File: config.mk
export PLATFORM = sky130hd
export DESIGN_NAME = hazard_controller
export DESIGN_NICKNAME = d
export VERILOG_FILES = /design/src/rtl/hazard_controller.sv
export SDC_FILE = /design/constraint.sdc
export NUM_CORES = 1
export LEC_CHECK = 0
export ABC_AREA = 1
export BUFFER_PORTS_ARGS = -buffer_cell sky130_fd_sc_hd__buf_2
export CELL_PAD_IN_SITES_DETAIL_PLACEMENT = 1
export CELL_PAD_IN_SITES_GLOBAL_PLACEMENT = 1
export CORE_MARGIN = 4
export CORE_UTILIZATION = 31
export CTS_BUF_LIST = sky130_fd_sc_hd__clkbuf_8
export DETAILED_ROUTE_END_ITERATION = 10
export GPL_TIMING_DRIVEN = 0
export PLACE_DENSITY = 0.9
export SYNTH_ARGS = -nofsm -noshare
export SYNTH_HDL_FRONTEND = slang
export SYNTH_SLANG_ARGS = --single-unit
File: constraint.sdc
create_clock -name clk -period 1.9 [get_ports clk]
set_input_delay 0.285 -clock clk [delete_from_list [all_inputs] [get_ports clk]]
set_output_delay 0.285 -clock clk [all_outputs]
set_load 0.03 [all_outputs]
File: src/rtl/hazard_controller.sv
// hazard_controller: pipeline stall/flush control with mul/div and memory waits.
// Optional HAZARD_PERF_CNT_EN adds a saturating stall-cycle counter on stall_cycles.
module hazard_controller #(
  parameter int WDOG_MAX = 1023
) (
  input  logic        clk,
  input  logic        rst,
  input  logic        idex_memread,
  input  logic [4:0]  idex_rd,
  input  logic [4:0]  ifid_rs1,
  input  logic [4:0]  ifid_rs2,
  input  logic        idex_mdu,
  input  logic        mdu_done,
  input  logic        ex_branch_taken,
  input  logic        exmem_memreq,
  input  logic        dmem_ready,
  output logic        pc_en,
  output logic        ifid_en,
  output logic        idex_en,
  output logic        exmem_en,
  output logic        memwb_en,
  output logic        ifid_flush,
  output logic        idex_flush,
  output logic        exmem_flush,
  output logic        mdu_go,
  output logic        timeout_err,
  output logic [1:0]  state_dbg,
  output logic [31:0] stall_cycles
);
  localparam logic [1:0] RUN = 2'd0, MDU_WAIT = 2'd1, MEM_WAIT = 2'd2;
  localparam int WW = $clog2(WDOG_MAX + 1);
  logic [1:0] state, state_nx;
  logic [WW-1:0] wd;
  logic load_use, mem_stall, wd_hit, wd_fire;
  assign load_use  = idex_memread && idex_rd != 5'd0 && (idex_rd == ifid_rs1 || idex_rd == ifid_rs2);
  assign mem_stall = exmem_memreq && !dmem_ready;
  assign wd_hit    = wd == WW'(WDOG_MAX - 1);
  assign state_dbg = state;
  always_comb begin
    pc_en       = 1'b1;
    ifid_en     = 1'b1;
    idex_en     = 1'b1;
    exmem_en    = 1'b1;
    memwb_en    = 1'b1;
    ifid_flush  = 1'b0;
    idex_flush  = 1'b0;
    exmem_flush = 1'b0;
    mdu_go      = 1'b0;
    wd_fire     = 1'b0;
    state_nx    = state;
    if (rst) begin
      {pc_en, ifid_en, idex_en, exmem_en, memwb_en} = 5'b0;
      {ifid_flush, idex_flush, exmem_flush} = 3'b111;
      state_nx = RUN;
    end else begin
      case (state)
        RUN: begin
          if (mem_stall) begin
            {pc_en, ifid_en, idex_en, exmem_en, memwb_en} = 5'b0;
            state_nx = MEM_WAIT;
          end else if (idex_mdu) begin
            {pc_en, ifid_en, idex_en} = 3'b0;
            exmem_flush = 1'b1;
            mdu_go      = 1'b1;
            state_nx    = MDU_WAIT;
          end else if (ex_branch_taken) begin
            ifid_flush = 1'b1;
            idex_flush = 1'b1;
          end else if (load_use) begin
            pc_en      = 1'b0;
            ifid_en    = 1'b0;
            idex_flush = 1'b1;
          end
        end
        MDU_WAIT: begin
          if (!mdu_done) begin
            {pc_en, ifid_en, idex_en} = 3'b0;
            exmem_flush = 1'b1;
            wd_fire     = wd_hit;
          end
          state_nx = (mdu_done || wd_hit) ? RUN : MDU_WAIT;
        end
        MEM_WAIT: begin
          if (!dmem_ready) begin
            {pc_en, ifid_en, idex_en, exmem_en, memwb_en} = 5'b0;
            wd_fire = wd_hit;
          end else begin
            // a branch held during the freeze resolves on the release cycle
            ifid_flush = ex_branch_taken;
            idex_flush = ex_branch_taken;
          end
          state_nx = (dmem_ready || wd_hit) ? RUN : MEM_WAIT;
        end
        default: state_nx = RUN;
      endcase
    end
  end
  always_ff @(posedge clk or posedge rst) begin
    if (rst) begin
      state       <= RUN;
      wd          <= '0;
      timeout_err <= 1'b0;
    end else begin
      state       <= state_nx;
      wd          <= (state == RUN) ? '0 : wd + 1'b1;
      timeout_err <= timeout_err | wd_fire;
    end
  end
`ifdef HAZARD_PERF_CNT_EN
  logic [31:0] stall_cnt;
  always_ff @(posedge clk or posedge rst) begin
    if (rst) stall_cnt <= '0;
    else if (!pc_en && stall_cnt != 32'hFFFF_FFFF) stall_cnt <= stall_cnt + 32'd1;
  end
  assign stall_cycles = stall_cnt;
`else
  assign stall_cycles = 32'd0;
`endif
endmodule

* Word-level counts from Yosys, hierarchy flattened
Index checks and enable logic that the tools add are counted.
** Word-level totals
- Bits in registers :: 13
- Output and inout bits :: 44
- Logic and storage cells :: 65
** Cells by class
- Add/subtract/negate cells :: 1
- Equal/unequal tests :: 6
- Mux-type cells :: 45
- Bitwise gates (word level) :: 1
- Reduce and logical (&&, ||, !) cells :: 9
** Operator list (count)
- 2-to-1 mux 1 bit :: 32
- adder 10 x 1 -> 10 bit, second input constant :: 1
- == test 10 bit, second input constant :: 1
- == test 5 bit :: 2
- 2-to-1 mux 10 bit :: 1
- case mux 1 bit (2 select lines) :: 5
- 2-to-1 mux 2 bit :: 4
- case mux 1 bit (3 select lines) :: 2
- case mux 2 bit (3 select lines) :: 1
- nonzero test 5 bit :: 1
- inequality test 4 bit, second input constant :: 1
- logical AND 1 bit :: 3
- logical OR 1 bit :: 3
- == test 2 x 1 -> 1 bit, second input constant :: 1
- == test 2 bit, second input constant :: 1
- zero test 2 bit :: 1
- zero test 1 bit :: 1
- bitwise OR 1 bit :: 1

* Depth between registers and ports, before layout
Gate-level depths: netlist of run 1.
- Depth after elaboration :: 9
- Mapped depth :: 10
- Mapped depth without buffers :: 9

* Worst setup path after synthesis of run 1
OpenSTA, ideal clock, no wires.
- Path kind :: flip-flop to output port
- Start :: register state[0] (netlist: state_dbg[0])
- End :: output port memwb_en
- Arrival time :: 1993 ps
- Setup slack :: -378 ps
- Stages on the path, launching flop included :: 7
- Buffers on the path :: 1
- Path through :: dfrtp_1 > inv_1 > ha_1 > inv_2 > nand2_1 > a21oi_1 > buf_4
** On the way
- Cells in the longest elaborated chain, start to end :: 3
** Ends and longest elaborated chain
- start: declaration :: line 32 : logic [1:0] state, state_nx;
- start signal: assignment :: line 104 : state <= state_nx;
- == test 2 bit or zero test 2 bit (tied branches)
- case mux 1 bit (2 select lines) (*)
- 2-to-1 mux 1 bit (*)
- end: declaration :: line 21 : output logic memwb_en,
Every way passes the cells marked *; elsewhere a longest branch is shown, timed or not.

* Worst setup path after layout of run 1
- Start :: register state[1] (netlist: state_dbg[1])
- End :: output port pc_en
** On the way
- Cells in the longest elaborated chain, start to end :: 3
** Ends and longest elaborated chain
- == test 2 bit (tied with other cells) :: line 56 : case (state)
- case mux 1 bit (3 select lines) (*) :: line 56
- 2-to-1 mux 1 bit (*) :: line 51 : if (rst) begin
- end: declaration :: line 17 : output logic pc_en,
Marks and branches as above.

==> reports/results.ini, run 1 <==
[global_route]
grt_use_total_pct = 13.9
grt_pass1_vias = 1371
grt_max_degree = 16
antenna_found_initial = 0
grt_pass1_wl_um = 5910
gr-total-overflow = 0

[clock_network]
hold_buffers = 0
cts-root-buf = clkbuf_8
cts_tree = done
htree_levels = 1
cts_max_path_buffers = 2
cts.sinks = 13
insertion_delay_ns = 0.25
cts_made_buffers = 3
cts.clk_slew.worst_paths_ns = 0.06

[sta]
fin_crit_sh_pct = 103
hold_viol = 0
fmax_ghz = 0.510
final.min_clock_period_ns = 1.96
rsz0062_at_grt = true
timing.final.ws_setup_ns = -0.0614
slew_headroom_pct = 62.2
drv_slew = 0
skew_ns = 0.00732
fin_setup_tns_ns = -0.142
setup_viol = 6
worst_slew_pin_slew_ns = 0.567

[yosys]
syn-instance-count = 189
synth_area_mm2 = 0.00128
syn-mean-instance-area_um2 = 6.79
yosysWarnings = 0
ys_ff_latch = 13
yosysSeqAreaShare_pct = 25.4
ys_types = 25

[power_and_ir_drop]
max-vdd-ir-drop_v = 0.000280
seq_power_share_pct = 27.1
power_density_mw_per_mm2 = 616
switching_share_pct = 41.6
power.switching_uw = 486
power_frac_clock_pct = 21.8
internal_power_uw = 682
leakagePower_uw = 0.00110
pwr-share-comb_pct = 51.1

[worst_setup_path]
end_kind = output port
rr_worst_depth = 10
cp_data_required_time_ns = 1.62
cp_slowest_cell = dfrtp_2
crit_path_max_incr_delay_ns = 0.46
startpoint_type = flip-flop
path_max_fanout = 5
crit_type = flip-flop to output port
worstPathCellList = inv_4 -> ha_4 -> inv_6 -> nor2_8 -> nand2_4 -> a21oi_4 -> nand2_1 -> inv_2 -> buf_6 -> buf_6
r2r_slack_ns = 0.29
critPathArrivalTime_ns = 1.68
path_common_cell = buf_6

[job]
cap_violations = 0

[place]
dpl_cell_area_mm2 = 0.00166
place_congestion = 0.768
io_buffers = 34
place_worst_setup_slack_ns = 0.0483
hpwl_um = 2850

[status]
status = finished, violations left
violations = setup timing

[finish]
fin_nets = 298
layout.cells.most_common = buf_4
final_cell_mix = buf_4, nand2_1, conb_1, inv_1, buf_2
drive_above_1_share_pct = 38.8
syn_to_final_growth_pct = 47.7
n_antenna_cell = 0
fin_area_mm2 = 0.00189

[routing]
route.detailed.drc = 0
ant_nets = 0
drtPass1Iterations = 4
drtIter0Drc = 40
dr_total_vias = 1361
routed_wl_um = 3850
vias_per_cell = 4.28
wl_per_cell_um = 12.1

[floorplan]
fp.dieArea_mm2 = 0.00523
ios = 67
core_mm2 = 0.00400
initial_utilization_pct = 32.1
std_cell_rows = 23
die_w_um = 72.3
die_h_um = 72.3

[worst_hold_path]
hp-class = input pin to asynchronous set/reset pin

layout make-up:
class | instances | area, um^2
Fill cell | 546 | 2110
Multi-Input combinational cell | 141 | 771
Sequential cell | 13 | 328
Timing Repair Buffer | 44 | 299
Buffer | 34 | 259
Inverter | 32 | 130
Tap cell | 50 | 62.6
Clock buffer | 3 | 41.3
Clock inverter | 1 | 3.75
kinds of logic after synthesis:
| group | count (synthesis) | share of synthesized area [%] |
|---|---|---|
| other cells | 1 | 0.292 |
| xor+xnor | 2 | 1.37 |
| fa+ha+maj | 6 | 5.85 |
| compound gates | 23 | 10.6 |
| flops | 13 | 25.4 |
| buf+inv | 66 | 29.3 |
| simple gates | 78 | 27.2 |
registers in the layout (all words and copies together), names as in the netlist:
signal,flops
state_dbg,2
timeout_err,1
wd,10
critical path: cells and delay by family (launching register included):
kind,cells,cell delay [ns]
buffers and inverters,5,0.40
AO/OA/AOI/OAI,1,0.13
adder cells (fa/ha/maj),1,0.16
AND/OR/NAND/NOR,3,0.26
flip-flops,1,0.46
per-stage QoR:
step | util (%) | total power [uW] | std cells | hold WS (ns)
detailed placement | 41.4 | 794 | 304 | 0.450
global placement | 41.4 | 780 | 304 | 0.443
global route | 47.4 | 1240 | 318 | 0.253
finish | 47.4 | 1170 | 318 | 0.186
floorplan | - | 686 | 220 | 0.178
CTS | 44.7 | 1090 | 314 | 0.189
metal layers:
layer	vias to the layer above	GRT usage [%]	share of wire, %
met4	0	3.76	1.4
li1	681	-	-
met1	637	15.7	39
met5	-	0	0
met3	5	1.80	6.1
met2	38	26.9	53
synthesized netlist by cell type:
cell | count | share of area [%]
a21oi_1 | 10 | 3.9
a21oi_4 | 1 | 1.3
a31oi_1 | 2 | 0.98
and3_1 | 1 | 0.49
buf_4 | 34 | 20
conb_1 | 1 | 0.29
dfrtp_1 | 13 | 25
ha_1 | 6 | 5.9
inv_1 | 31 | 9.1
inv_2 | 1 | 0.29
nand2_1 | 40 | 12
nand2_4 | 1 | 0.88
nand3_1 | 6 | 2.3
nand3b_1 | 1 | 0.59
nand4_1 | 2 | 0.98
nor2_1 | 18 | 5.3
nor2_2 | 2 | 0.98
nor2_8 | 1 | 1.6
nor3_1 | 5 | 2.0
nor4_1 | 1 | 0.49
o211ai_1 | 1 | 0.59
o21ai_0 | 4 | 1.6
o21ai_1 | 3 | 1.2
o21bai_1 | 2 | 1.2
xnor2_1 | 2 | 1.4
power by group through the flow:
stage | Sequential [uW] | Combinational [uW] | Clock [uW]
global placement | 315 | 465 | 0
finish | 317 | 596 | 254
floorplan | 324 | 363 | 0
CTS | 315 | 531 | 249
global route | 319 | 646 | 272
detailed placement | 317 | 477 | 0
repair_timing:
item,CTS,global route
pin swaps,5,6
endpoints found under the hold margin,0,0
endpoints found under the setup margin,7,9
resized for setup,13,24
buffers inserted,6,4
path summary, 6_finish.rpt:
check | end | from
max | pc_en | state_dbg[1]$_DFFE_PP0P_
min in group clk | state_dbg[0]$_DFFE_PP0P_ | rst
max in group asynchronous | state_dbg[1]$_DFFE_PP0P_ | rst
min reg2reg | timeout_err$_DFF_PP0_ | timeout_err$_DFF_PP0_
max reg2reg | state_dbg[1]$_DFFE_PP0P_ | state_dbg[1]$_DFFE_PP0P_
min | timeout_err$_DFF_PP0_ | rst
(Power assumes the default switching activity.)
==> inputs of run 2 (changes only) <==
--- a/config.mk
+++ b/config.mk
@@ -15,6 +15,7 @@
 export DETAILED_ROUTE_END_ITERATION = 10
 export GPL_TIMING_DRIVEN = 0
 export PLACE_DENSITY = 0.9
+export SETUP_SLACK_MARGIN = 0.3
 export SYNTH_ARGS = -nofsm -noshare
 export SYNTH_HDL_FRONTEND = slang
 export SYNTH_SLANG_ARGS = --single-unit
==> reports/results.ini, run 2 (synthesis gave the netlist of run 1 again) <==
[sta]
setup_viol = 5
timing.final.ws_setup_ns = -0.0782
skew_ns = 0.00229
worst_slew_pin_slew_ns = 0.556
hold_viol = 0
rsz0062_at_grt = true
fmax_ghz = 0.506
final.min_clock_period_ns = 1.98
slew_headroom_pct = 62.9
drv_slew = 0
fin_crit_sh_pct = 104

[finish]
fin_util_pct = 47.7
fin_cells = 318
fin_area_mm2 = 0.00191
regMostFlops = wd
fillers = 535
syn_to_final_growth_pct = 48.7
drive_above_1_share_pct = 40.3
final_cell_mix = buf_4, nand2_1, conb_1, inv_1, buf_2
largest_reg_flops = 10
layout.cells.most_common = buf_4
n_antenna_cell = 0
fin_nets = 298

[routing]
dr_total_vias = 1348
vias_per_cell = 4.24
routed_wl_um = 3830
drtIter0Drc = 35
route.detailed.drc = 0
ant_nets = 0
wl_per_cell_um = 12.0
drtPass1Iterations = 4

[status]
violations = setup timing
status = finished, violations left

[worst_setup_path]
r2r-start = state_dbg[1]$_DFFE_PP0P_
startpoint_type = flip-flop
crit_type = flip-flop to output port
worstPathCellList = inv_2 -> ha_4 -> inv_8 -> nor2_8 -> nand2_4 -> a21oi_4 -> nand2_1 -> inv_2 -> buf_6 -> buf_6
path_max_fanout = 4
cp_data_required_time_ns = 1.62
crit_path_max_incr_delay_ns = 0.45
cp_slowest_cell = dfrtp_2
end_kind = output port
r2r-end = state_dbg[1]$_DFFE_PP0P_
rr_worst_depth = 10
critPathArrivalTime_ns = 1.69
r2r_slack_ns = 0.27

[place]
place_congestion = 0.781
dpl_cell_area_mm2 = 0.00168
hpwl_um = 2810
dp.cells = 304
io_buffers = 34
place_worst_setup_slack_ns = 0.0732

[floorplan]
fp.dieArea_mm2 = 0.00523
core_mm2 = 0.00400
std_cell_rows = 23
die_h_um = 72.3
ios = 67
initial_utilization_pct = 32.1
die_w_um = 72.3

[global_route]
grt_pass1_wl_um = 6310
use_met1_pct = 16.2
grt_use_met2_pct = 29.5
grt_use_total_pct = 15.1
antenna_found_initial = 0
grt_pass1_vias = 1446
gr-max-usage-layer = met2
grtUsageMet3_pct = 3.32
grt_max_degree = 16
gr-total-overflow = 0

[clock_network]
cts.clk_slew.worst_paths_ns = 0.05
hold_buffers = 0
htree_levels = 1
cts-root-buf = clkbuf_8
insertion_delay_ns = 0.24
cts.sinks = 13
cts_max_path_buffers = 2
cts_tree = done
cts_made_buffers = 3

[job]
cap_violations = 0

[power_and_ir_drop]
power_uw = 1160
leakagePower_uw = 0.00110
power_density_mw_per_mm2 = 608
max-vdd-ir-drop_v = 0.000279

[worst_hold_path]
hp-class = input pin to asynchronous set/reset pin

[run 2: through the flow]
step / hold WS (ns) / setup TNS, ns
global placement: 0.467 / 0
floorplan: 0.178 / -0.0495
finish: 0.211 / -0.175
CTS: 0.212 / -0.130
detailed placement: 0.474 / 0
global route: 0.263 / -0.728
[run 2: area by class of cell]
cell class              count  area, um^2  area share [%]
multi-input cells         141         776            40.7
clock inverters             1        3.75           0.197
well taps                  50        62.6            3.28
inverters                  32         130            6.82
plain buffers              34         259            13.6
clock buffers               3        41.3            2.17
flip-flops and latches     13         328            17.2
repair buffers             44         307            16.1
[run 2: metal layers]
metal	wire length [um]	vias up
met5	0	-
met3	239	6
met1	1470	620
met2	2070	43
li1	-	679
met4	55	0
[run 2: what timing repair did]
item,4_1_cts,5_1_grt
hold endpoints to repair,0,0
pin swaps,6,8
gates resized for setup,29,6
endpoints found under the setup margin,9,11
buffers inserted,10,0
[run 2: worst max-delay path: cells and delay by family, from the launching register on]
| kind | cells | cell delay [ns] |
|---|---|---|
| compound gates | 1 | 0.13 |
| fa+ha+maj | 1 | 0.18 |
| buf+inv | 5 | 0.41 |
| flops | 1 | 0.45 |
| simple gates | 3 | 0.27 |
[run 2: worst max path at each step]
stage	from	to	slack (ns)
CTS	state_dbg[1]$_DFFE_PP0P_	pc_en	-0.04
floorplan	state_dbg[1]$_DFFE_PP0P_	pc_en	-0.05
global route	state_dbg[1]$_DFFE_PP0P_	pc_en	-0.16
global placement	state_dbg[1]$_DFFE_PP0P_	pc_en	0.09
finish	state_dbg[1]$_DFFE_PP0P_	pc_en	-0.08
detailed placement	state_dbg[1]$_DFFE_PP0P_	pc_en	0.07
[run 2: where the power goes]
part	switching (uW)	internal [uW]
logic	361	244
clock network	96.6	143
registers	21.5	293
==> inputs of run 3 (changes only) <==
--- a/config.mk
+++ b/config.mk
@@ -15,7 +15,7 @@
 export DETAILED_ROUTE_END_ITERATION = 10
 export GPL_TIMING_DRIVEN = 0
 export PLACE_DENSITY = 0.9
-export SETUP_SLACK_MARGIN = 0.3
+export SETUP_SLACK_MARGIN = 0.05
 export SYNTH_ARGS = -nofsm -noshare
 export SYNTH_HDL_FRONTEND = slang
 export SYNTH_SLANG_ARGS = --single-unit
==> reports/results.ini, run 3 (synthesis gave the netlist of run 1 again) <==
[status]
status = finished, violations left
violations = setup timing

[global_route]
grt_pass1_wl_um = 5910
grt_use_total_pct = 13.9
antenna_found_initial = 0
grt_max_degree = 16
grt_pass1_vias = 1382
gr-total-overflow = 0

[finish]
final_cell_mix = buf_4, nand2_1, conb_1, inv_1, buf_2
layout.cells.most_common = buf_4
syn_to_final_growth_pct = 47.7
drive_above_1_share_pct = 39.2
largest_reg_flops = 10
multi_input_area_um2 = 771
regMostFlops = wd
fillers = 547
n_antenna_cell = 0
seq_area_um2 = 328
fin_nets = 298

[worst_setup_path]
startpoint_type = flip-flop
path_max_fanout = 5
critPathArrivalTime_ns = 1.67
rr_worst_depth = 10
cp_data_required_time_ns = 1.62
r2r-start = state_dbg[0]$_DFFE_PP0P_
r2r_slack_ns = 0.30
end_kind = output port
r2r-end = state_dbg[1]$_DFFE_PP0P_
crit_type = flip-flop to output port

[floorplan]
die_h_um = 72.3
core_mm2 = 0.00400
initial_utilization_pct = 32.1
fp.dieArea_mm2 = 0.00523
ios = 67
std_cell_rows = 23
die_w_um = 72.3

[worst_hold_path]
hp-class = input pin to asynchronous set/reset pin

[clock_network]
cts.sinks = 13
cts.clk_slew.worst_paths_ns = 0.06
insertion_delay_ns = 0.25
htree_levels = 1
cts_made_buffers = 3
cts_tree = done
cts-root-buf = clkbuf_8
hold_buffers = 0
cts_max_path_buffers = 2

[routing]
routed_wl_um = 3770
ant_nets = 0
drtPass1Iterations = 4
vias_per_cell = 4.35
dr_total_vias = 1384
wl_per_cell_um = 11.9
route.detailed.drc = 0
drtIter0Drc = 42

[sta]
rsz0062_at_grt = true
setup_viol = 4
fin_crit_sh_pct = 103
hold_viol = 0
drv_slew = 0
slew_headroom_pct = 62.0
skew_ns = 0.00396
whs_ns = 0.190
timing.final.ws_setup_ns = -0.0576
final.min_clock_period_ns = 1.96
fmax_ghz = 0.511
worst_slew_pin_slew_ns = 0.569

[power_and_ir_drop]
max-vdd-ir-drop_v = 0.000267
power_density_mw_per_mm2 = 613
leakagePower_uw = 0.00110
power_uw = 1160

[place]
place_congestion = 0.768
hpwl_um = 2850
io_buffers = 34

[job]
cap_violations = 0

==> run 3: cell counts in the layout (fill, tap and decap cells not counted) <==
Identical to the previous run, type by type.
==> run 3: critical path, cell delays in order (launching register included) <==
cell and delay (ns):
dfrtp_2 0.47, inv_4 0.10, ha_4 0.16, inv_6 0.05, nor2_8 0.11, nand2_4 0.08
a21oi_4 0.13, nand2_1 0.08, inv_2 0.06, buf_6 0.08, buf_6 0.11
==> run 3: power breakdown <==
| group | internal (uW) | switching [uW] |
|---|---|---|
| logic | 245 | 349 |
| registers | 293 | 23.6 |
| clock network | 143 | 108 |
| total | 681 | 480 |
==> run 3: area by class of cell <==
type / instances / share of cell area, %
Tap cell: 50 / 3.30
Multi-Input combinational cell: 141 / 40.7
Sequential cell: 13 / 17.3
Clock buffer: 3 / 2.18
Inverter: 32 / 6.87
Buffer: 34 / 13.7
Clock inverter: 1 / 0.198
Timing Repair Buffer: 44 / 15.8
==> run 3: metrics by stage <==
step                area (um^2)  TNS (ns)  std cells  utilization (%)  setup WS [ns]
finish                     1890    -0.111        318             47.4        -0.0576
global route               1890    -0.747        318             47.4         -0.156
CTS                        1810   -0.0915        314             45.3        -0.0510
detailed placement         1660         0        304             41.4         0.0483
global placement           1660         0        304             41.4         0.0932
floorplan                  1420   -0.0495        220                -        -0.0495
==> run 3: timing repair <==
item | in CTS | in global routing
pin swaps | 6 | 6
setup buffers | 6 | 4
setup endpoints to repair | 7 | 9
resized for setup | 20 | 16
==> run 3: how the worst max path moves through the flow <==
stage / from / end / slack, ns / cells after the start
floorplan: state_dbg[1]$_DFFE_PP0P_ / pc_en / -0.05 / 9
global placement: state_dbg[1]$_DFFE_PP0P_ / pc_en / 0.09 / 10
detailed placement: state_dbg[1]$_DFFE_PP0P_ / pc_en / 0.05 / 10
CTS: state_dbg[1]$_DFFE_PP0P_ / pc_en / -0.05 / 10
global route: state_dbg[1]$_DFFE_PP0P_ / pc_en / -0.16 / 10
finish: state_dbg[0]$_DFFE_PP0P_ / pc_en / -0.06 / 10
==> run 3: layer usage <==
metal	global-route usage (%)	part of all wire (%)	vias up
met4	4.18	2.2	0
met3	1.80	6.2	9
met2	26.7	53	44
met5	0	0	-
met1	15.7	39	654
li1	-	-	677
